<file path="src/rtl/div_rr_scheduler_pkg.sv">
// Shared definitions for the round-robin divider scheduler: FSM states and
// response error codes.
package div_rr_scheduler_pkg;

  typedef enum logic [2:0] {
    IDLE,
    ISSUE,
    BUSY,
    RESP,
    CLEAR
  } state_e;

  typedef enum logic [1:0] {
    ERR_OK  = 2'b00,
    ERR_DZ  = 2'b01,
    ERR_TMO = 2'b10
  } err_e;

endpackage

</file>
<file path="src/rtl/div_rr_scheduler_arb.sv">
// Combinational round-robin arbiter: picks the first set request at or above
// ptr, wrapping modulo N, and returns it one-hot and encoded.
module rr_arbiter_n #(
  parameter int N   = 4,
  parameter int IDW = 2
) (
  input  logic [N-1:0]   req,
  input  logic [IDW-1:0] ptr,
  output logic [N-1:0]   grant,
  output logic [IDW-1:0] idx,
  output logic           any
);

  localparam logic [IDW:0] NV = (IDW+1)'(N);

  logic [2*N-1:0] rot;
  logic [IDW:0]   sum;

  // Rotate so bit 0 is the requester at ptr; the first set bit is then the winner.
  always_comb begin
    rot = {req, req} >> ptr;
    any = 1'b0;
    sum = '0;
    for (int k = 0; k < N; k++) begin
      if (!any && rot[k]) begin
        any = 1'b1;
        sum = {1'b0, ptr} + (IDW+1)'(k);
        if (sum >= NV) sum = sum - NV;
      end
    end
    idx = sum[IDW-1:0];
  end

  always_comb begin
    grant = '0;
    for (int j = 0; j < N; j++) grant[j] = any && (idx == IDW'(j));
  end

endmodule

</file>
<file path="src/rtl/div_rr_scheduler.sv">
// Shares one sequential divider among N requesters with round-robin grants,
// local divide-by-zero handling and a watchdog against a hung divider.
module div_rr_scheduler
  import div_rr_scheduler_pkg::*;
#(
  parameter int N   = 4,
  parameter int W   = 8,
  parameter int IDW = 2,
  parameter int TMO = 64,
  parameter int TW  = 8
) (
  input  logic           clk,
  input  logic           reset,
  input  logic [N-1:0]   req,
  input  logic [N*W-1:0] dvnd_in,
  input  logic [N*W-1:0] dvsr_in,
  output logic [N-1:0]   gnt,
  output logic           rsp_valid,
  output logic [IDW-1:0] rsp_id,
  output logic [W-1:0]   rsp_quo,
  output logic [W-1:0]   rsp_rem,
  output logic [1:0]     rsp_err,
  output logic           busy,
  output logic           div_start,
  output logic [W-1:0]   div_dvnd,
  output logic [W-1:0]   div_dvsr,
  output logic           div_clr,
  input  logic           div_ready,
  input  logic           div_done,
  input  logic [W-1:0]   div_quo,
  input  logic [W-1:0]   div_rem
);

  state_e         state;
  logic [IDW-1:0] ptr;
  logic           started;
  logic [TW-1:0]  wd;

  logic [N-1:0]   arb_gnt;
  logic [IDW-1:0] arb_idx;
  logic           arb_any;
  logic [W-1:0]   sel_dvnd;
  logic [W-1:0]   sel_dvsr;

  function automatic logic [IDW-1:0] rr_next(input logic [IDW-1:0] id);
    return (int'(id) == N - 1) ? '0 : id + 1'b1;
  endfunction

  rr_arbiter_n #(.N(N), .IDW(IDW)) u_arb (
    .req  (req),
    .ptr  (ptr),
    .grant(arb_gnt),
    .idx  (arb_idx),
    .any  (arb_any)
  );

  always_comb begin
    sel_dvnd = '0;
    sel_dvsr = '0;
    for (int i = 0; i < N; i++) begin
      if (arb_gnt[i]) begin
        sel_dvnd = dvnd_in[i*W +: W];
        sel_dvsr = dvsr_in[i*W +: W];
      end
    end
  end

  assign busy = (state != IDLE);

  always_ff @(posedge clk or posedge reset) begin
    if (reset) begin
      state     <= IDLE;
      ptr       <= '0;
      started   <= 1'b0;
      wd        <= '0;
      gnt       <= '0;
      rsp_valid <= 1'b0;
      rsp_id    <= '0;
      rsp_quo   <= '0;
      rsp_rem   <= '0;
      rsp_err   <= ERR_OK;
      div_start <= 1'b0;
      div_dvnd  <= '0;
      div_dvsr  <= '0;
      div_clr   <= 1'b0;
    end else begin
      gnt       <= '0;
      rsp_valid <= 1'b0;
      div_start <= 1'b0;
      div_clr   <= 1'b0;
      unique case (state)
        IDLE: begin
          if (arb_any) begin
            gnt      <= arb_gnt;
            rsp_id   <= arb_idx;
            div_dvnd <= sel_dvnd;
            div_dvsr <= sel_dvsr;
            started  <= 1'b0;
            if (sel_dvsr == '0) begin
              rsp_quo <= '1;
              rsp_rem <= sel_dvnd;
              rsp_err <= ERR_DZ;
              state   <= RESP;
            end else begin
              state <= ISSUE;
            end
          end
        end
        ISSUE: begin
          if (div_ready) begin
            div_start <= 1'b1;
            started   <= 1'b1;
            wd        <= '0;
            state     <= BUSY;
          end
        end
        // Response is presented the cycle after done/timeout; RESP then only re-arms.
        BUSY: begin
          if (div_done) begin
            rsp_quo   <= div_quo;
            rsp_rem   <= div_rem;
            rsp_err   <= ERR_OK;
            rsp_valid <= 1'b1;
            state     <= RESP;
          end else if (wd == TW'(TMO - 1)) begin
            rsp_quo   <= '0;
            rsp_rem   <= '0;
            rsp_err   <= ERR_TMO;
            rsp_valid <= 1'b1;
            state     <= RESP;
          end else begin
            wd <= wd + 1'b1;
          end
        end
        // Divide-by-zero never visited BUSY, so its response pulse is issued here.
        RESP: begin
          rsp_valid <= !started;
          ptr       <= rr_next(rsp_id);
          if (started) begin
            div_clr <= 1'b1;
            state   <= CLEAR;
          end else begin
            state <= IDLE;
          end
        end
        CLEAR: state <= IDLE;
        default: state <= IDLE;
      endcase
    end
  end

endmodule

</file>
<file path="config.mk">
export PLATFORM = sky130hd
export DESIGN_NAME = div_rr_scheduler
export DESIGN_NICKNAME = d
export VERILOG_FILES = /design/src/rtl/div_rr_scheduler_pkg.sv /design/src/rtl/div_rr_scheduler_arb.sv /design/src/rtl/div_rr_scheduler.sv
export SDC_FILE = /design/constraint.sdc
export NUM_CORES = 1
export LEC_CHECK = 0
export ABC_AREA = 0
export BUFFER_PORTS_ARGS = -buffer_cell sky130_fd_sc_hd__clkbuf_2
export CAP_MARGIN = 20
export CORE_MARGIN = 5
export CORE_UTILIZATION = 25
export DETAILED_ROUTE_END_ITERATION = 8
export PLACE_DENSITY = 0.47
export SETUP_SLACK_MARGIN = 0.2
export SYNTH_ARGS = -nofsm -noshare
export SYNTH_HDL_FRONTEND = slang
export SYNTH_SLANG_ARGS = --single-unit
</file>
<file path="constraint.sdc">
create_clock -name clk -period 3.85 [get_ports clk]
set_input_delay 0.5775 -clock clk [delete_from_list [all_inputs] [get_ports clk]]
set_output_delay 0.5775 -clock clk [all_outputs]
set_load 0.02 [all_outputs]
</file>
# Word-level counts from Yosys, hierarchy flattened
# Index checks and enable logic that the tools add are counted.
dict set report classes {
  add_sub_neg 9
  eq_ne 14
  n_reduce_logical 23
  n_shift 1
  mux 58
  magnitude_cmp 4
}
# op count
set ops {}
lappend ops {{two-way mux 8 bit} 18}
lappend ops {{one-hot mux 8 bit (2 select lines)} 3}
lappend ops {{two-way mux 2 bit} 14}
lappend ops {{two-way mux 3 bit} 5}
lappend ops {{two-way mux 1 bit} 12}
lappend ops {{one-hot mux 3 bit (4 select lines)} 1}
lappend ops {{>= comparator 3 bit (second input constant)} 3}
lappend ops {{adder 8 x 1 -> 8 bit (second input constant)} 1}
lappend ops {{== test 8 x 6 -> 1 bit (second input constant)} 1}
lappend ops {{zero test 8 bit} 1}
lappend ops {{two-way mux 4 bit} 2}
lappend ops {{inequality test 2 bit (second input constant)} 4}
lappend ops {{AND reduction 4 bit} 2}
lappend ops {{>> shifter 8 x 2 -> 4 bit} 1}
lappend ops {{subtractor 2 x 1 -> 2 bit (second input constant)} 4}
lappend ops {{logical AND 1 bit} 7}
lappend ops {{adder 2 x 2 -> 3 bit (second input constant)} 2}
lappend ops {{== test 3 x 2 -> 1 bit (second input constant)} 2}
lappend ops {{AND reduction 3 bit} 2}
lappend ops {{nonzero test 2 bit} 3}
lappend ops {{== test 2 x 1 -> 1 bit (second input constant)} 2}
lappend ops {{== test 2 bit (second input constant)} 2}
lappend ops {{zero test 1 bit} 4}
lappend ops {{one-hot mux 1 bit (2 select lines)} 2}
lappend ops {{11 further kinds} 11}
dict set report totals {
  wordCells 123
  register_bits 57
  out_inout_bits 44
}

# Depth between registers and ports, before layout
# Gate-level depths: netlist (run 1).
dict set report logic_depth {
  depth_word 21
  mapped_depth 13
}

# By module
# From an unflattened synthesis (run 1), not the netlist that was laid out.
dict set report unflattened {
  hier_cells 384
  area_unflattened_um2 3423.3
}
# mod instances cells_per_inst area_per_inst_um2 seq_area_each_um2
set by_module_without_submodules {}
lappend by_module_without_submodules {div_rr_scheduler 1 351 3211.8 1426.4}
lappend by_module_without_submodules {rr_arbiter_n 1 33 211.5 0.0}

# Worst setup path after synthesis (run 1)
# OpenSTA, ideal clock, no wires.
dict set report synth_path {
  kind {input -> register}
  start {input port req[1]}
  end {register rsp_rem[4]}
  cell_stages 11
  t_required_ps 3724
  arrival_ps 3093
  setup_slack_ps 631
  setup_ps 126
  cell_sequence {buf_2 > nor2_1 > o221a_1 > buf_6 > a222oi_1 > nand4b_1 > or4_4 > a211o_1 > buf_6 > buf_8 > a221o_1}
}
dict set report synth_between {
  elab_chain_cells 20
}
# element line
set synth_lines {}
lappend synth_lines {{start, declared} div_rr_scheduler.sv:14} ;# input logic [N-1:0] req,
lappend synth_lines {{>> shifter 8 x 2 -> 4 bit *} div_rr_scheduler_arb.sv:21} ;# rot = {req, req} >> ptr;
lappend synth_lines {{two-way mux 1 bit} div_rr_scheduler_arb.sv:25} ;# if (!any && rot[k]) begin
lappend synth_lines {{zero test 1 bit} div_rr_scheduler_arb.sv:25}
lappend synth_lines {{logical AND 1 bit} div_rr_scheduler_arb.sv:25}
lappend synth_lines {{two-way mux 1 bit} div_rr_scheduler_arb.sv:25}
lappend synth_lines {{zero test 1 bit} div_rr_scheduler_arb.sv:25}
lappend synth_lines {{logical AND 1 bit} div_rr_scheduler_arb.sv:25}
lappend synth_lines {{two-way mux 1 bit} div_rr_scheduler_arb.sv:25}
lappend synth_lines {{zero test 1 bit} div_rr_scheduler_arb.sv:25}
lappend synth_lines {{logical AND 1 bit} div_rr_scheduler_arb.sv:25}
lappend synth_lines {{two-way mux 2 bit} div_rr_scheduler_arb.sv:25}
lappend synth_lines {{zero test 2 bit} div_rr_scheduler_arb.sv:36} ;# for (int j = 0; j < N; j++) grant[j] = any && (idx == IDW'(j));
lappend synth_lines {{logical AND 1 bit} div_rr_scheduler_arb.sv:36}
lappend synth_lines {{two-way mux 8 bit (4 in series)} div_rr_scheduler.sv:61} ;# if (arb_gnt[i]) begin
lappend synth_lines {{zero test 8 bit / two-way mux 8 bit (equally long branches)} div_rr_scheduler.sv:99} ;# if (sel_dvsr == '0) begin
lappend synth_lines {{inequality test 2 bit (no line) / two-way mux 8 bit (equally long branches)} -}
lappend synth_lines {{AND reduction 4 bit (no line) / one-hot mux 8 bit (2 select lines) (equally long branches)} -}
lappend synth_lines {{end signal, assigned} div_rr_scheduler.sv:101} ;# rsp_rem <= sel_dvnd;
lappend synth_lines {{end signal, assigned} div_rr_scheduler.sv:121} ;# rsp_rem <= div_rem;
lappend synth_lines {{end, declared} div_rr_scheduler.sv:21} ;# output logic [W-1:0] rsp_rem,
# Mark *: on every way between the ends. The rest lies on a longest branch, timed or not. The select of a mux whose other input is x is not followed.
# A chain may end at the register's enable or synchronous reset.

# Worst setup path in the final report (run 1)
dict set report layout_path {
  start {register ptr[1]}
  end {register rsp_rem[0]}
}
dict set report layout_between {
  elab_chain_cells 20
}
# element line
set layout_lines {}
lappend layout_lines {{start, declared} div_rr_scheduler.sv:35} ;# logic [IDW-1:0] ptr;
lappend layout_lines {{start signal, assigned} div_rr_scheduler.sv:138} ;# ptr <= rr_next(rsp_id);
lappend layout_lines {{branches (longest 20 deep; another with adder 2 x 1 -> 3 bit)} -}
# Several ways; the timed one is not identified. The select of a mux whose other input is x is not followed.

==> flow_summary.toml, run 1 <==
[worst_setup_path]
critPathCaptureType = "register"
cp.arrival_ns = 3.62
cp-startpoint = "ptr[1]$_DFFE_PP0N_"
crit_slowest_cell = "or4_4"
max_stage_delay_ns = 0.56
critPathRequiredTime_ns = 4.06
critPathLaunchType = "register"
critical_path_class = "register to register"
path_cells = "mux2i_1 -> o22ai_1 -> or2_1 -> a221oi_1 -> o21ai_0 -> or4_4 -> a211o_1 -> a221o_1"
crit_family = "compound AO/OA/AOI/OAI gates"
r2r_start = "ptr[1]$_DFFE_PP0N_"
path_buf_inv = 0
crit_path_max_fanout = 17

[synth]
synth_area_um2 = 3050
ys.warnings.count = 0
synthSimpleGateAreaFrac_pct = 19.9
synth_edf_count = 0
async_reset_ff_share_pct = 100
yosysMostFrequentCell = "dfrtp_1"
synth_top_area_cell = "dfrtp_1"
syn_area_per_cell_um2 = 8.75
yosysTopAreaCellShare_pct = 46.8
ys_top_cells_by_count = "57 x dfrtp_1, 54 x nand2_1, 45 x nor2_1"
ys_types = 55
synth_top_family_by_area = "compound AO/OA/AOI/OAI gates"
synth_adder_area_share_pct = 0.822
ys_ff_latch = 57
synthMuxAreaShare_pct = 0.698
synthTopCellsByArea = "dfrtp_1 47%, nand2_1 6.7%, a21oi_1 6.2%, nor2_1 5.5%, a221oi_1 4.0%"
syn-num-nets = 438
seq_area_frac_synth_pct = 46.8
synth_ff_type = "dfrtp_1"
synth_compound_area_share_pct = 23.8
synthXorXnorAreaFrac_pct = 1.73
syn-instance-count = 348

[cells_and_area]
multi_input_area_um2 = 1430
seqCellArea_um2 = 1430
diodes = 0
final_nets = 563
num-fill-cells = 1269
stdcell_area_um2 = 4110
synthToLayoutAreaGrowth_pct = 35.0
drive_gt1_share_pct = 33.7
layoutNonFillerInstCount = 625

[drt]
avgViaCountPerCell = 4.84
wl_per_cell_um = 15.3
firstDrtPassIters = 4
drcViolationCount = 0
wirelength_um = 9550
drt-initial-drc-count = 144
antenna_left = 0
vias = 3025

[power]
p_leak_nw = 2.09
p_clk_share_pct = 24.0
p_switching_mw = 1.43
power.internal_mw = 1.96
power_frac_comb_pct = 45.8
p_per_area_nw_per_um2 = 824
switching_share_pct = 42.2
peakVddDrop_mv = 0.389
p_seq_share_pct = 30.2

[clock_tree]
clockBufferDepth = 2
htreeDepth = 3
path_clk_slew_ns = 0.05
root_buffer = "clkbuf_16"
clkLatencyLatePin_ns = 0.32
clock_sinks = 57
cts_buffers = 9
cts_tree = "yes"
post-cts-setup-buffer-count = 0

[timing]
max_freq_mhz = 293
fin_crit_sh_pct = 88.7
fin_worst_skew_ns = 0.00415
relSlewSlack_pct = 44.8
finalCriticalPeriod_ns = 3.42
tightest_slew_ns = 0.826
timing.final.ws_setup_ns = 0.435
setup_viol = 0
final_hold_viol_count = 0
rsz0062_at_grt = "no"
drv_slew = 0
tns_ns = 0

[worst_hold_path]
hp-class = "primary input to asynchronous set/reset pin"

[place]
place_area_um2 = 3800
gp_congestion = 0.811
hpwl_um = 7390
port_buffers = 131
post-place-cells = 609
post-place-ws_ns = 0.245

[die]
die_width_um = 120
num_io_pins = 132
coreArea_um2 = 12000
num_rows = 40
die_h_um = 120
die_area_um2 = 14500
initial_core_util_pct = 25.5

[run]
drv_cap = 0

[global_routing]
grt_pass1_vias = 3024
antenna_found_initial = 0
grt_max_degree = 36
grt_overflow_total = 0
grt_usage_pct = 13.5
grt_pass1_wl_um = 15400

[run_status]
status = "finished, final reports clean"
-- worst reg2reg max path, stage by stage, from the launching register on --
cell and delay (ns):
dfrtp_2 0.50, mux2i_1 0.22, o22ai_1 0.13, or2_1 0.42
a221oi_1 0.30, o21ai_0 0.16, or4_4 0.56, a211o_1 0.56
a221o_1 0.44
-- sequential cells by signal (all words and copies together) (netlist names) --
signal and count:
div_dvnd 8, div_dvsr 8, started 1, wd 8, rsp_valid 1, rsp_id 2, rsp_quo 8, ptr 2
div_start 1, gnt 4, rsp_err 2, rsp_rem 8, div_clr 1, state 3
-- power groups by stage --
stage	logic [mW]	clock network [mW]	registers (mW)
CTS	1.58	0.837	1.02
floorplan	0.873	0	1.23
finish	1.55	0.812	1.02
global route	1.74	0.864	1.06
global placement	1.56	0	1.03
detailed placement	1.58	0	1.03
-- layout make-up --
class	instances	area share, %
Clock inverter	2	0.852
Multi-Input combinational cell	254	34.8
Tap cell	147	4.47
Clock buffer	14	6.67
Sequential cell	57	34.7
Inverter	13	1.25
Timing Repair Buffer	138	17.2
-- placed cells by master, fill, tap and decap left out, types with 3 or more instances in the layout --
| cell type | n |
|---|---|
| clkbuf_2 | 131 |
| dfrtp_1 | 56 |
| nand2_1 | 54 |
| nor2_1 | 45 |
| a21oi_1 | 38 |
| o21ai_0 | 18 |
| a221oi_1 | 14 |
| and3_1 | 12 |
| inv_1 | 11 |
| clkbuf_16 | 9 |
| o21bai_1 | 8 |
| a221o_1 | 8 |
| buf_4 | 7 |
| nand3_1 | 5 |
| nor3_1 | 4 |
| xor2_1 | 3 |
| xnor2_1 | 3 |
| clkbuf_8 | 3 |
-- kinds of logic (layout without fill, tap and decap cells) --
logic type,count (synthesis),after routing
xor+xnor,6,6
fa+ha+maj,2,2
compound gates,108,108
mux,2,2
buf+inv,37,167
simple gates,136,136
flops,57,57
-- metal layers --
metal / share of wire [%] / global-route usage [%] / vias up
met2: 50 / 22.7 / 74
li1: - / - / 1494
met1: 43 / 16.1 / 1441
met4: 1.9 / 4.82 / 0
met5: 0 / 0 / -
met3: 4.7 / 4.26 / 16
-- metrics by stage --
stage / hold slack [ns] / total power, mW / utilization [%]
6_report: 0.365 / 3.38 / 34.4
5_1_grt: 0.436 / 3.66 / 34.4
4_1_cts: 0.390 / 3.44 / 34.4
3_5_place_dp: 0.462 / 2.61 / 31.8
3_3_place_gp: 0.461 / 2.58 / 31.8
2_1_floorplan: 0.466 / 2.10 / -
-- worst paths after layout --
path                                                 to  slack, ns  cells after the start
worst max-delay path             rsp_rem[0]$_DFFE_PP0P_       0.43                      8
worst max register to register   rsp_rem[0]$_DFFE_PP0P_       0.43                      8
worst min register to register  div_dvnd[2]$_DFFE_PP0P_       0.48                      2
worst min-delay path             rsp_quo[2]$_DFFE_PP0P_       0.37                      2
max in group asynchronous            ptr[1]$_DFFE_PP0N_       2.64                      3
min in group clk                div_dvnd[2]$_DFFE_PP0P_       0.48                      2
-- timing repair --
action	in CTS	in global routing
gates resized for setup	0	1
hold buffers	0	0
setup endpoints to repair	0	8
Power figures use the tool's default switching activity.
==> run 2: changes to the inputs <==
Settings changed: ABC_AREA 0 to 1, PLACE_DENSITY 0.47 to 0.46.
==> run 2 against run 1 <==
Compared with the run above: maximum frequency increased by 19%; combinational power increased by 57%; critical path type unchanged; clock power increased by 5.5%; sequential power about the same; cell area increased by 7.9%; worst setup slack improved by 0.54 ns.
==> flow_summary.toml, run 2 <==
[synth]
syn_area_per_cell_um2 = 7.28
ys.warnings.count = 0
syn-instance-count = 453
synth_edf_count = 0
yosysTopAreaCellShare_pct = 43.2
yosysMostFrequentCell = "nand2_1"
ys_top_cells_by_count = "167 x nand2_1, 57 x dfrtp_1, 44 x inv_1"
synth_ff_type = "dfrtp_1"
async_reset_ff_share_pct = 100
synth_area_um2 = 3300
seq_area_frac_synth_pct = 43.2
synth_top_area_cell = "dfrtp_1"
ys_types = 32
syn-num-nets = 543
synthTopCellsByArea = "dfrtp_1 43%, nand2_1 19%, nand3_1 6.5%, inv_1 5.0%, nor2_1 4.2%"
ys_ff_latch = 57

[timing]
rsz0062_at_grt = "no"
finalCriticalPeriod_ns = 2.88
timing.final.ws_setup_ns = 0.972
setup_viol = 0
max_freq_mhz = 348
tightest_slew_ns = 0.772
relSlewSlack_pct = 48.6
drv_slew = 0
final_hold_viol_count = 0
fin_worst_skew_ns = 0.00676
fin_crit_sh_pct = 74.7
tns_ns = 0

[drt]
drcViolationCount = 0
vias = 3330
wl_per_cell_um = 13.5
drt-initial-drc-count = 199
firstDrtPassIters = 4
avgViaCountPerCell = 4.34
wirelength_um = 10400
antenna_left = 0

[place]
hpwl_um = 8270
post-place-ws_ns = 0.818
gp_congestion = 0.806
port_buffers = 131

[die]
num_rows = 42
coreArea_um2 = 13100
die_h_um = 125
die_width_um = 125
initial_core_util_pct = 25.2
num_io_pins = 132
die_area_um2 = 15600

[power]
peakVddDrop_mv = 0.368
power_frac_comb_pct = 56.7
p_seq_share_pct = 23.4
switching_share_pct = 49.4
power.internal_mw = 2.18
p_switching_mw = 2.13
p_clk_share_pct = 19.9
p_per_area_nw_per_um2 = 971
p_leak_nw = 2.42

[clock_tree]
clkLatencyLatePin_ns = 0.33
htreeDepth = 3
path_clk_slew_ns = 0.06
cts_tree = "yes"
root_buffer = "clkbuf_16"
ctsHoldBuffers = 0
cts_buffers = 9
cts_resized = 0
post-cts-setup-buffer-count = 0
clock_sinks = 57
clockBufferDepth = 2

[cells_and_area]
drive_gt1_share_pct = 30.8
num-fill-cells = 1429
mostFrequentLayoutCells = "167 x nand2_1, 131 x clkbuf_2, 57 x dfrtp_1"
final_common_cell = "nand2_1"
diodes = 0
final_nets = 676
synthToLayoutAreaGrowth_pct = 34.5

[worst_setup_path]
critical_path_class = "register to register"
critPathRequiredTime_ns = 4.07
cp.arrival_ns = 3.10
crit_path_max_fanout = 18
critPathLaunchType = "register"
critPathCaptureType = "register"

[global_routing]
grt_max_degree = 30
grt_pass1_wl_um = 17400
grt_pass1_vias = 3488
antenna_found_initial = 0
grt_usage_pct = 13.7
grt_overflow_total = 0

[run_status]
status = "finished, final reports clean"

[worst_hold_path]
hp-class = "primary input to asynchronous set/reset pin"

[run]
drv_cap = 0
## run 2: per-layer routing
| layer | vias up | routed length (µm) | track usage (%) |
|---|---|---|---|
| met5 | - | 0 | 0 |
| met4 | 0 | 154 | 4.78 |
| met3 | 10 | 606 | 3.95 |
| met2 | 118 | 4690 | 21.4 |
| met1 | 1494 | 4920 | 18.2 |
| li1 | 1708 | - | - |
## run 2: kinds of logic after synthesis
kind of cell	after synthesis	share of synthesized area [%]
buffers and inverters	61	8.35
adder cells (fa/ha/maj)	2	0.759
flip-flops	57	43.2
AO/OA/AOI/OAI	40	6.98
AND/OR/NAND/NOR	291	40.1
XOR/XNOR	2	0.531
## run 2: critical path, cell delays in order (launching register included)
cell and delay [ns]:
dfrtp_1 0.53, inv_4 0.10, nand2_2 0.10, nand3_2 0.13
nand2_2 0.13, nor2_2 0.05, nand2_2 0.09, nand3_2 0.09
nor2_4 0.26, nor2_4 0.14, nand2_1 0.08, nand3_1 0.09
nor2_1 0.15, nand2_1 0.08, nor2_1 0.11, nand2_2 0.09
nand2_4 0.19, nand2_4 0.18, nand2_1 0.12, nand2_1 0.05
## run 2: final timing paths
| check | cells past startpoint | startpoint | to | slack, ns |
|---|---|---|---|---|
| worst max-delay path | 19 | ptr[0]$_DFFE_PP0N_ | rsp_quo[7]$_DFFE_PP0P_ | 0.97 |
| worst min-delay path | 2 | reset | rsp_rem[4]$_DFFE_PP0P_ | 0.30 |
| worst max register to register | 19 | ptr[0]$_DFFE_PP0N_ | rsp_quo[7]$_DFFE_PP0P_ | 0.97 |
| worst min register to register | 1 | started$_DFFE_PP0P_ | rsp_valid$_DFF_PP0_ | 0.47 |
| max in group asynchronous | 3 | reset | gnt[3]$_DFF_PP0_ | 2.74 |
| min in group clk | 1 | started$_DFFE_PP0P_ | rsp_valid$_DFF_PP0_ | 0.47 |
## run 2: per-stage QoR
step                      hold WS (ns)  cell area, µm²  utilization [%]  total power [mW]  instances
after detailed placement         0.464            4120             31.4              3.50        751
after CTS                        0.322            4440             33.9              4.38        767
after global routing             0.373            4440             33.9              4.74        767
after floorplan                  0.437            3300                -              2.83        453
final                            0.297            4440             33.9              4.31        767
after global placement           0.463            4120             31.4              3.46        751
## run 2: cell type report
cell class                      instances  area (µm²)  area share (%)
Clock inverter                          7        95.1            2.14
Inverter                               47         179            4.03
Timing Repair Buffer                  136         693            15.6
Sequential cell                        57        1430            32.2
Tap cell                              176         220            4.96
Clock buffer                            9         225            5.08
Multi-Input combinational cell        335        1600            36.0
## run 2: power by group through the flow
stage	combinational [mW]	clock [mW]	sequential, mW
after floorplan	1.62	0	1.20
after global placement	2.45	0	1.02
after detailed placement	2.48	0	1.02
after CTS	2.49	0.876	1.01
after global routing	2.80	0.902	1.04
final	2.44	0.857	1.01
==> run 3: changes to the inputs <==
Clock period 3.85 ns to 2.9 ns, I/O delays scaled along.
==> run 3 against run 2 <==
Compared with the run above: total power is 43% higher; maximum frequency up 13%; sequential share of layout area decreased by 1.8 points; critical path type unchanged; register-to-register slack worse by 0.63 ns; clock-buffer cell count up 2; cell count rose by 2.6%; global-route usage is essentially flat; clock skew decreased by 0.0016 ns; worst setup slack worse by 0.63 ns.
==> flow_summary.toml, run 3 (synthesis results as in run 2) <==
[run_status]
status = "finished, final reports clean"

[clock_tree]
cts_tree = "yes"
ctsHoldBuffers = 0
clockBufferDepth = 2
root_buffer = "clkbuf_16"
path_clk_slew_ns = 0.05
htreeDepth = 3
clkLatencyLatePin_ns = 0.33
clock_sinks = 57
cts_buffers = 9

[die]
num_rows = 42
die_h_um = 125
die_area_um2 = 15600
die_width_um = 125
coreArea_um2 = 13100
initial_core_util_pct = 25.2
num_io_pins = 132

[timing]
rsz0062_at_grt = "yes"
finalCriticalPeriod_ns = 2.55
timing.final.ws_setup_ns = 0.346
final_hold_viol_count = 0
tightest_slew_ns = 0.752
relSlewSlack_pct = 49.9
fin_worst_skew_ns = 0.00512
tns_ns = 0
max_freq_mhz = 392
drv_slew = 0
fin_crit_sh_pct = 88.1
setup_viol = 0

[power]
peakVddDrop_mv = 0.495
p_leak_nw = 2.55
p_per_area_nw_per_um2 = 1310

[worst_setup_path]
critPathCaptureType = "register"
crit_family = "simple AND/OR/NAND/NOR gates"
path_cells = "inv_4 -> nand2_2 -> nand2_1 -> and2_4 -> nand4_1 -> inv_2 -> nor2_4 -> nand3_1 -> nand3_1 -> nor2_2 -> nand3_2 -> nor2_4 -> nand2_4 -> nand2_8 -> nand2_4 -> nand2_1 -> nand2_1"
critical_path_class = "register to register"
critPathRequiredTime_ns = 3.12
cpMostUsedCell = "nand2_1"
path_buf_inv = 2
cp.arrival_ns = 2.78
critPathLaunchType = "register"
crit_slowest_cell = "dfrtp_2"
crit_path_max_fanout = 9
max_stage_delay_ns = 0.48

[place]
gp_congestion = 0.812
post-place-cells = 754
place_area_um2 = 4140
hpwl_um = 8200
port_buffers = 131
post-place-ws_ns = 0.0265

[global_routing]
grt.busiest_layer = "met2"
grt_pass1_wl_um = 17400
antenna_found_initial = 0
met2_usage_pct = 22.6
grt_overflow_total = 0
grtUsageMet3_pct = 4.29
grt_max_degree = 58
use_met1_pct = 17.0
grt_pass1_vias = 3563
grt_usage_pct = 13.7

[drt]
drt-initial-drc-count = 137
wl_per_cell_um = 13.7
avgViaCountPerCell = 4.36
drcViolationCount = 0
vias = 3433
antenna_left = 0
firstDrtPassIters = 4
wirelength_um = 10800

[cells_and_area]
final_nets = 696
final_common_cell = "nand2_1"
mostFrequentLayoutCells = "162 x nand2_1, 131 x clkbuf_2, 55 x dfrtp_1"
layoutNonFillerInstCount = 787
final_util_pct = 36.0
diodes = 0
stdcell_area_um2 = 4710
num-fill-cells = 1434
drive_gt1_share_pct = 36.0
synthToLayoutAreaGrowth_pct = 42.9

[worst_hold_path]
hp-class = "primary input to asynchronous set/reset pin"

[run]
drv_cap = 0
run 3: cell type report:
cell class | count | area (µm²) | share of cell area, %
multi-input cells | 338 | 1760 | 37.4
well taps | 176 | 220 | 4.67
inverters | 47 | 181 | 3.85
clock buffers | 11 | 243 | 5.15
clock inverters | 5 | 55.1 | 1.17
repair buffers | 153 | 821 | 17.4
flip-flops and latches | 57 | 1430 | 30.3
run 3: routing by layer:
layer  wire (µm)  vias to the layer above  share of wire, %
li1            -                     1764                 -
met1        4880                     1550                45
met2        5050                      108                47
met3         708                       11               6.6
met4         147                        0               1.4
met5           0                        -                 0
run 3: final timing paths:
kind	start	to	slack (ns)	cells past startpoint
max in group asynchronous	reset	ptr[0]$_DFFE_PP0N_	2.07	3
worst max-delay path	ptr[0]$_DFFE_PP0N_	rsp_rem[5]$_DFFE_PP0P_	0.35	17
min in group clk	div_quo[3]	rsp_quo[3]$_DFFE_PP0P_	0.44	5
worst min-delay path	reset	rsp_quo[5]$_DFFE_PP0P_	0.30	3
worst max register to register	ptr[0]$_DFFE_PP0N_	rsp_rem[5]$_DFFE_PP0P_	0.35	17
worst min register to register	rsp_quo[0]$_DFFE_PP0P_	rsp_quo[0]$_DFFE_PP0P_	0.47	2
run 3: what timing repair did:
action                     CTS  global route
resized for setup            2            31
setup buffers                3            11
pin swaps                    1             9
setup endpoints to repair   18            18
gates cloned                 0             3
run 3: worst min-delay path: stages:
cell      delay, ns
clkbuf_2       0.09
inv_2          0.03
buf_4          0.58
run 3: per-stage QoR:
| stage | hold WS, ns | total power [mW] |
|---|---|---|
| 2_1_floorplan | 0.437 | 3.75 |
| 3_5_place_dp | 0.462 | 4.66 |
| 4_1_cts | 0.342 | 5.82 |
| 6_report | 0.302 | 6.16 |
| 3_3_place_gp | 0.456 | 4.63 |
| 5_1_grt | 0.402 | 6.79 |
run 3: power by group:
| part | total, mW | switching (mW) | internal [mW] |
|---|---|---|---|
| Clock | 1.05 | 0.368 | 0.684 |
| Sequential | 1.34 | 0.215 | 1.12 |
| Combinational | 3.77 | 2.43 | 1.33 |
| Total | 6.16 | 3.02 | 3.14 |
